## src/rtl/id_ex_reg.sv

```systemverilog
// ----------------------------------------------------------------------------
// id_ex_reg -- ID/EX pipeline register with integrated load-use hazard detect.
//
// Captures the decoded instruction from ID and presents it to EX one cycle
// later. When the instruction in EX is a load whose destination is read by the
// instruction in ID, a bubble (a harmless ADD with no writeback) is inserted
// and hazard_stall tells PC and IF/ID to hold for that cycle.
//
// Ports
//   clk, rst            rising-edge clock; synchronous active-high reset
//   hold_in             MEM stall: freeze the whole register
//   flush_in            EX redirect: kill the instruction entering EX
//   id_*                decoded instruction from ID (id_valid qualifies it)
//   ex_*                registered copy of every id_* input
//   hazard_stall        combinational load-use stall request to PC / IF/ID
//
// Optional build macro
//   ID_EX_PERF_EN       adds bubble_cnt / flush_cnt 32-bit event counters
// ----------------------------------------------------------------------------
`ifndef ALU_OP_WIDTH
`define ALU_OP_WIDTH 2
`endif
`ifndef FUNCT3_WIDTH
`define FUNCT3_WIDTH 3
`endif
`ifndef FUNCT7_WIDTH
`define FUNCT7_WIDTH 7
`endif

module id_ex_reg #(
    parameter int XLEN       = 32,
    parameter int REG_ADDR_W = 5
) (
    input  logic                     clk,
    input  logic                     rst,
    input  logic                     hold_in,
    input  logic                     flush_in,
    input  logic                     id_valid,
    input  logic [XLEN-1:0]          id_pc,
    input  logic [XLEN-1:0]          id_rs1_data,
    input  logic [XLEN-1:0]          id_rs2_data,
    input  logic [XLEN-1:0]          id_imm,
    input  logic [REG_ADDR_W-1:0]    id_rs1,
    input  logic [REG_ADDR_W-1:0]    id_rs2,
    input  logic [REG_ADDR_W-1:0]    id_rd,
    input  logic                     id_uses_rs1,
    input  logic                     id_uses_rs2,
    input  logic [`ALU_OP_WIDTH-1:0] id_alu_op,
    input  logic [`FUNCT3_WIDTH-1:0] id_funct3,
    input  logic [`FUNCT7_WIDTH-1:0] id_funct7,
    input  logic                     id_alu_src,
    input  logic                     id_mem_read,
    input  logic                     id_mem_write,
    input  logic                     id_reg_write,
    input  logic                     id_mem_to_reg,
    input  logic                     id_branch,
    output logic                     ex_valid,
    output logic [XLEN-1:0]          ex_pc,
    output logic [XLEN-1:0]          ex_rs1_data,
    output logic [XLEN-1:0]          ex_rs2_data,
    output logic [XLEN-1:0]          ex_imm,
    output logic [REG_ADDR_W-1:0]    ex_rs1,
    output logic [REG_ADDR_W-1:0]    ex_rs2,
    output logic [REG_ADDR_W-1:0]    ex_rd,
    output logic                     ex_uses_rs1,
    output logic                     ex_uses_rs2,
    output logic [`ALU_OP_WIDTH-1:0] ex_alu_op,
    output logic [`FUNCT3_WIDTH-1:0] ex_funct3,
    output logic [`FUNCT7_WIDTH-1:0] ex_funct7,
    output logic                     ex_alu_src,
    output logic                     ex_mem_read,
    output logic                     ex_mem_write,
    output logic                     ex_reg_write,
    output logic                     ex_mem_to_reg,
    output logic                     ex_branch,
`ifdef ID_EX_PERF_EN
    output logic [31:0]              bubble_cnt,
    output logic [31:0]              flush_cnt,
`endif
    output logic                     hazard_stall
);

    typedef struct packed {
        logic                     valid;
        logic [XLEN-1:0]          pc;
        logic [XLEN-1:0]          rs1_data;
        logic [XLEN-1:0]          rs2_data;
        logic [XLEN-1:0]          imm;
        logic [REG_ADDR_W-1:0]    rs1;
        logic [REG_ADDR_W-1:0]    rs2;
        logic [REG_ADDR_W-1:0]    rd;
        logic                     uses_rs1;
        logic                     uses_rs2;
        logic [`ALU_OP_WIDTH-1:0] alu_op;
        logic [`FUNCT3_WIDTH-1:0] funct3;
        logic [`FUNCT7_WIDTH-1:0] funct7;
        logic                     alu_src;
        logic                     mem_read;
        logic                     mem_write;
        logic                     reg_write;
        logic                     mem_to_reg;
        logic                     branch;
    } id_ex_t;

    id_ex_t id_pkt;
    id_ex_t ex_d, ex_q;
    logic   haz;

    // Load-use: EX holds a live load to a non-x0 register that ID reads.
    assign haz = ex_q.valid & ex_q.mem_read & (ex_q.rd != '0) & id_valid &
                 ((id_uses_rs1 & (id_rs1 == ex_q.rd)) |
                  (id_uses_rs2 & (id_rs2 == ex_q.rd)));

    // A flushed ID instruction never reaches EX, so it cannot need a stall.
    assign hazard_stall = haz & ~flush_in;

    always_comb begin
        id_pkt            = '0;
        id_pkt.valid      = id_valid;
        id_pkt.pc         = id_pc;
        id_pkt.rs1_data   = id_rs1_data;
        id_pkt.rs2_data   = id_rs2_data;
        id_pkt.imm        = id_imm;
        id_pkt.rs1        = id_rs1;
        id_pkt.rs2        = id_rs2;
        id_pkt.rd         = id_rd;
        id_pkt.uses_rs1   = id_uses_rs1;
        id_pkt.uses_rs2   = id_uses_rs2;
        id_pkt.funct3     = id_funct3;
        id_pkt.funct7     = id_funct7;
        // Control bits only survive for a real instruction; an invalid slot
        // travels as an ADD with no side effects.
        if (id_valid) begin
            id_pkt.alu_op     = id_alu_op;
            id_pkt.alu_src    = id_alu_src;
            id_pkt.mem_read   = id_mem_read;
            id_pkt.mem_write  = id_mem_write;
            id_pkt.reg_write  = id_reg_write;
            id_pkt.mem_to_reg = id_mem_to_reg;
            id_pkt.branch     = id_branch;
        end
    end

    // Flush beats hold: the killed instruction must not linger in EX even
    // while MEM is stalled. Hold beats the hazard bubble so the load stays put.
    always_comb begin
        ex_d = ex_q;
        if (flush_in)     ex_d = '0;
        else if (hold_in) ex_d = ex_q;
        else if (haz)     ex_d = '0;
        else              ex_d = id_pkt;
    end

    always_ff @(posedge clk) begin
        if (rst) ex_q <= '0;
        else     ex_q <= ex_d;
    end

`ifdef ID_EX_PERF_EN
    logic [31:0] bubble_cnt_d, bubble_cnt_q;
    logic [31:0] flush_cnt_d,  flush_cnt_q;

    always_comb begin
        bubble_cnt_d = bubble_cnt_q;
        flush_cnt_d  = flush_cnt_q;
        if (flush_in)                 flush_cnt_d  = flush_cnt_q + 32'd1;
        if (!flush_in && !hold_in && haz) bubble_cnt_d = bubble_cnt_q + 32'd1;
    end

    always_ff @(posedge clk) begin
        if (rst) begin
            bubble_cnt_q <= '0;
            flush_cnt_q  <= '0;
        end else begin
            bubble_cnt_q <= bubble_cnt_d;
            flush_cnt_q  <= flush_cnt_d;
        end
    end

    assign bubble_cnt = bubble_cnt_q;
    assign flush_cnt  = flush_cnt_q;
`endif

    assign ex_valid      = ex_q.valid;
    assign ex_pc         = ex_q.pc;
    assign ex_rs1_data   = ex_q.rs1_data;
    assign ex_rs2_data   = ex_q.rs2_data;
    assign ex_imm        = ex_q.imm;
    assign ex_rs1        = ex_q.rs1;
    assign ex_rs2        = ex_q.rs2;
    assign ex_rd         = ex_q.rd;
    assign ex_uses_rs1   = ex_q.uses_rs1;
    assign ex_uses_rs2   = ex_q.uses_rs2;
    assign ex_alu_op     = ex_q.alu_op;
    assign ex_funct3     = ex_q.funct3;
    assign ex_funct7     = ex_q.funct7;
    assign ex_alu_src    = ex_q.alu_src;
    assign ex_mem_read   = ex_q.mem_read;
    assign ex_mem_write  = ex_q.mem_write;
    assign ex_reg_write  = ex_q.reg_write;
    assign ex_mem_to_reg = ex_q.mem_to_reg;
    assign ex_branch     = ex_q.branch;

endmodule

```

## config.mk

```make
export PLATFORM = sky130hd
export DESIGN_NAME = id_ex_reg
export DESIGN_NICKNAME = d
export VERILOG_FILES = /design/src/rtl/id_ex_reg.sv
export SDC_FILE = /design/constraint.sdc
export NUM_CORES = 1
export LEC_CHECK = 0
export CAP_MARGIN = 20
export CORE_AREA = 2 2 130 132
export CTS_BUF_LIST = sky130_fd_sc_hd__clkbuf_8
export DETAILED_ROUTE_END_ITERATION = 16
export DIE_AREA = 0 0 132 134
export DONT_BUFFER_PORTS = 1
export PLACE_DENSITY = 0.72
export SLEW_MARGIN = 30
export SYNTH_ARGS = -nofsm -noshare
export SYNTH_HDL_FRONTEND = slang
export SYNTH_SLANG_ARGS = --single-unit
```

## constraint.sdc

```tcl
create_clock -name clk -period 1.9 [get_ports clk]
set_input_delay 0.19 -clock clk [delete_from_list [all_inputs] [get_ports clk]]
set_output_delay 0.19 -clock clk [all_outputs]
set_load 0.02 [all_outputs]
```

* Yosys cells after proc, flatten, opt, wreduce, memory -nomap -nowiden
Index checks and enable logic that the tools add are counted.
** Operators by class
- Eq/ne operators :: 2
- Mux-type cells :: 3
- Bitwise logic cells :: 9
- Reductions and logical operators :: 2
** Operators with widths (count)
- 164-bit 2-to-1 mux :: 1
- 5-bit == test :: 2
- 1-bit bitwise AND :: 7
- 6-bit 2-to-1 mux :: 1
- 5-bit nonzero test :: 1
- 2-bit 2-to-1 mux :: 1
- 2-bit OR reduction :: 1
- 1-bit inverter :: 1
- 1-bit bitwise OR :: 1
** Storage, ports and cells
- Bits in registers :: 164
- Bits of input ports :: 168
- Output and inout port bits :: 165
- Word-level logic and storage cells :: 35

* Depth between registers and ports, before layout
- Word-level depth :: 5
- Depth in mapped cells :: 6
- Depth with buffers taken out :: 4

* Worst setup path after synthesis
Ideal clock, no wire load.
- Path type :: register -> output
- Start :: register ex_q (netlist bit ex_rd[4])
- End :: output hazard_stall
- Arrival time :: 1829 ps
- Data required time :: 1710 ps
- Path slack :: -119 ps
- Cell stages (with the launch flop) :: 5
- Buffers on the path :: 0
- Path through :: dfxtp_1 -> xnor2_1 -> nand4_1 -> o22ai_1 -> nor3b_1
** On the way
- Longest elaborated chain between the ends :: 5
- Elaborated cells on any way between the ends :: 10
- Classes of those cells :: eq/ne (2); bitwise (7); reduce/logical (1)
** RTL lines
- from (decl) :: RTL line 106 : id_ex_t ex_d, ex_q;
- from (signal assigned) :: RTL line 155 : if (rst) ex_q <= '0;
- from (signal assigned) :: RTL line 156 : else ex_q <= ex_d;
- 5-bit == test, or another cell as far along :: RTL line 111 : ((id_uses_rs1 & (id_rs1 == ex_q.rd)) |
- 1-bit bitwise AND, on equally long branches :: RTL line 111, 110, 112
- 1-bit bitwise OR / 1-bit bitwise AND (equally long branches) :: RTL line 111, 110
- 1-bit bitwise AND (*) :: RTL line 110 : assign haz = ex_q.valid & ex_q.mem_read & (ex_q.rd != '0) & id_valid &
- 1-bit bitwise AND (*) :: RTL line 115 : assign hazard_stall = haz & ~flush_in;
- to (decl) :: RTL line 80 : output logic hazard_stall
Mark *: on every way between the ends. The rest lies on a longest branch, timed or not.

* Final worst setup path
- Start :: register ex_q (netlist bit ex_rd[1])
- End :: output hazard_stall
The elaborated chain is that of the path after synthesis.

==> summary.txt <==
Layout
  • FILL cells: 1292
  • Most common cell after layout, fill and taps aside: dfxtp_1
  • Share of layout cells above drive strength 1: slightly below 10%
  • Most frequent cells in the layout: dfxtp_1 (159), nor3b_1 (156), a22oi_1 (156), nand2_1 (156), o221ai_1 (155)
  • Finished Cell Area: about 0.011 mm^2
  • Area delta synth->final: 25.4%
  • Final nets: between 1000 and 1500
  • Finished Layout Cells: 1272

Detailed routing
  • DR pass1 iterations: 6
  • Detail Route Antenna Nets: 0
  • DR vias/cell: between 7 and 8
  • Initial DRC Count: between 800 and 900
  • Drt drc: 0
  • Average wire per standard cell: roughly 25 um
  • Routed vias: ~9000
  • WL final: ~31 mm

Power and ir drop
  • Power share of the combinational group: between 10% and 20%
  • Total Power: 0.00778 W
  • Clk pwr share: approximately a third
  • Sw power: between 0.002 and 0.003 W
  • Reg power frac: 52.6%
  • Pwr Density: a little over 700 mW/mm^2
  • VDD IR-drop max: 0.414 mV
  • Switch share: between 30% and 40%
  • Lkg Pwr: 4.32 nW
  • Cell Int Power: 0.00524 W

Synthesis
  • Top FF cell, synth: dfxtp_1
  • Synthesized flop and latch total: between 150 and 200
  • Simple-gate share of the synthesized area: a little over a fifth
  • Synth Area in Compound Gates: 31.3%
  • Synth unique cells: 25
  • Post-synthesis mux area share: less than 1%
  • Synthesized Nets: 1152
  • Largest family of logic cells by synthesized area: compound AO/OA/AOI/OAI gates
  • Sequential area share after synthesis: 38.3%
  • Post-synth EDFFs: 0
  • Avg Cell Area, Syn: a little under 9 um^2
  • Async SR Flop Fraction: 0%
  • Syn Inst Count: around 1000
  • Syn Std Cell Area: approximately 0.0086 mm^2
  • Synth Area in XOR/XNOR: under 10%
  • Warnings from Yosys: 0
  • Synth Area in Adders: 0%

Place
  • Routability congestion estimate: 0.793
  • Placed cell count: 1102
  • DP Wirelength: 16.0 mm
  • Pre-CTS setup slack: around 0.075 ns
  • Input/output buffers: 0
  • Placed Area: ~0.009 mm^2

Critical path
  • Critical Path Max Stage Delay: between 0.5 and 0.6 ns
  • Crit path DAT: around 1.8 ns
  • Reg2reg setup slack: -0.06 ns
  • Critical Path RT: between 1.5 and 2 ns
  • Max FO, Critical Path: 5
  • Endpoint type of the worst setup path: output port
  • CP max-delay cell: or4_4
  • Critical setup path kind: reg2out
  • Startpoint types: flop
  • Cell chain of the critical path: or4_4 > o21ai_4 > buf_12 > nor3b_4 > buf_6

STA
  • Fmax: slightly below 500 MHz
  • Post-route setup slack: -0.133 ns
  • Pins Over Slew Limit: 0
  • Endpoints failing hold: 0
  • Final Cycle Share: 107%
  • Relative slew slack: 58.1%
  • Period minus WS final: 2.03 ns
  • Unrepaired setup endpoints after global routing: true
  • Worst-Margin Slew: between 0.6 and 0.7 ns
  • Clk_skew: around 0.013 ns
  • Final setup fails: 43

Status
  • Status: finished with violations
  • Failing checks: setup timing

Clocking
  • Clock root cell: clkbuf_8
  • Skew-Pair Late Insertion Delay: 0.46 ns
  • Max Buffers Root-to-Sink: 2
  • CTS Buf Count: 17
  • Htree depth: 4
  • CTS tree: yes
  • Clock transition at path regs: approximately 0.1 ns
  • Clk sink count: between 150 and 200

GRT
  • Residual overflow from global routing: 0
  • Global route hottest layer: met2
  • Largest net degree at the start of global routing: 157
  • GR Util All Layers: roughly a third
  • Met2 Use GR: 53.4%
  • First-pass GRT wire length: 47.5 mm
  • Vias in the first global route: approximately 8500
  • Met3 GRT Util: 9.49%
  • Initial antenna violation count: 3
  • GR Util met1: 41.2%

Die
  • Placeable Area: roughly 0.016 mm^2
  • Site Rows: 47
  • Die Wd: ~130 um
  • Top-Level Pins: 333
  • Die height: 134 um
  • Initial core utilization: between 50% and 60%
  • Die Footprint: between 0.015 and 0.02 mm^2

Worst hold path
  • HP Class: in2reg

Flow run
  • Max Cap Viol: 0
[timing repair]
| action | CTS | global route |
|---|---|---|
| endpoints found under the hold margin | 164 | 0 |
| pin swaps | 3 | 8 |
| gates resized for setup | 6 | 16 |
| endpoints found under the setup margin | 1 | 144 |
| hold buffers | 127 | 0 |
| setup buffers | 3 | 2 |
| cloned | 1 | 2 |
[critical path: cells and delay by family (launching register included)]
family | cells | cell delay, ns
AO/OA/AOI/OAI | 1 | 0.17
buffers and inverters | 2 | 0.25
flip-flops | 1 | 0.38
AND/OR/NAND/NOR | 2 | 0.59
[cell usage after synthesis (2+ instances only)]
master    count  area [um^2]
clkbuf_4      2         15.0
o221ai_1    156         1370
nand2_1     158          593
mux2i_1       8         80.1
o31ai_1       8         60.1
buf_2        13         65.1
nand4_1       2         12.5
clkbuf_1    102          383
buf_1        15         56.3
nor2_1        8         30.0
nor3b_1     157         1180
xnor2_1      10         87.6
buf_4         8         60.1
dfxtp_1     164         3280
a32oi_1       8         70.1
a22oi_1     156         1170
[stage by stage]
stage	utilization, %	TNS, ns	hold WS (ns)
3_3_place_gp	54.3	0	0.359
5_1_grt	66.0	-3.92	0.00591
4_1_cts	65.1	-0.279	0.0000670
6_report	66.0	-1.15	0.0188
3_5_place_dp	54.3	0	0.356
2_1_floorplan	-	0	0.431
[layout make-up]
cell class,count,area (um^2),area share (%)
Clock inverter,13,125,1.16
Sequential cell,164,3300,30.7
Multi-Input combinational cell,679,4810,44.7
Antenna cell,3,7.51,0.0698
Tap cell,220,275,2.56
Clock buffer,19,262,2.43
Timing Repair Buffer,174,1980,18.4
[cell families (layout without fill, tap and decap cells)]
logic type | Yosys count | count (layout)
simple gates | 331 | 331
compound gates | 330 | 330
flops | 164 | 164
buf+inv | 141 | 206
xor+xnor | 10 | 10
mux | 8 | 8
other cells | 0 | 3
[power by group through the flow]
stage                     Sequential [W]  Clock, W  Combinational [W]
final                            0.00409   0.00252            0.00117
after global placement           0.00416         0           0.000889
after floorplan                  0.00410         0           0.000715
after global routing             0.00411   0.00268            0.00125
after CTS                        0.00408   0.00255            0.00110
after detailed placement         0.00416         0           0.000903
[path summary, 6_finish.rpt]
path | start | endpoint | depth (start not counted)
worst max-delay path | ex_rd[1]$_SDFFE_PP0N_ | hazard_stall | 5
worst min-delay path | id_imm[21] | ex_imm[21]$_SDFFE_PP0N_ | 3
worst max register to register | ex_rd[1]$_SDFFE_PP0N_ | ex_alu_op[0]$_SDFFE_PP0N_ | 7
worst min register to register | ex_rd[1]$_SDFFE_PP0N_ | ex_rd[1]$_SDFFE_PP0N_ | 2
[per-layer routing]
layer / vias up / part of all wire (%)
li1: 3954 / -
met2: 643 / 48
met4: 0 / 3.3
met1: 4351 / 38
met3: 90 / 11
met5: - / 0
No activity file was read; power rests on OpenSTA's default activity.
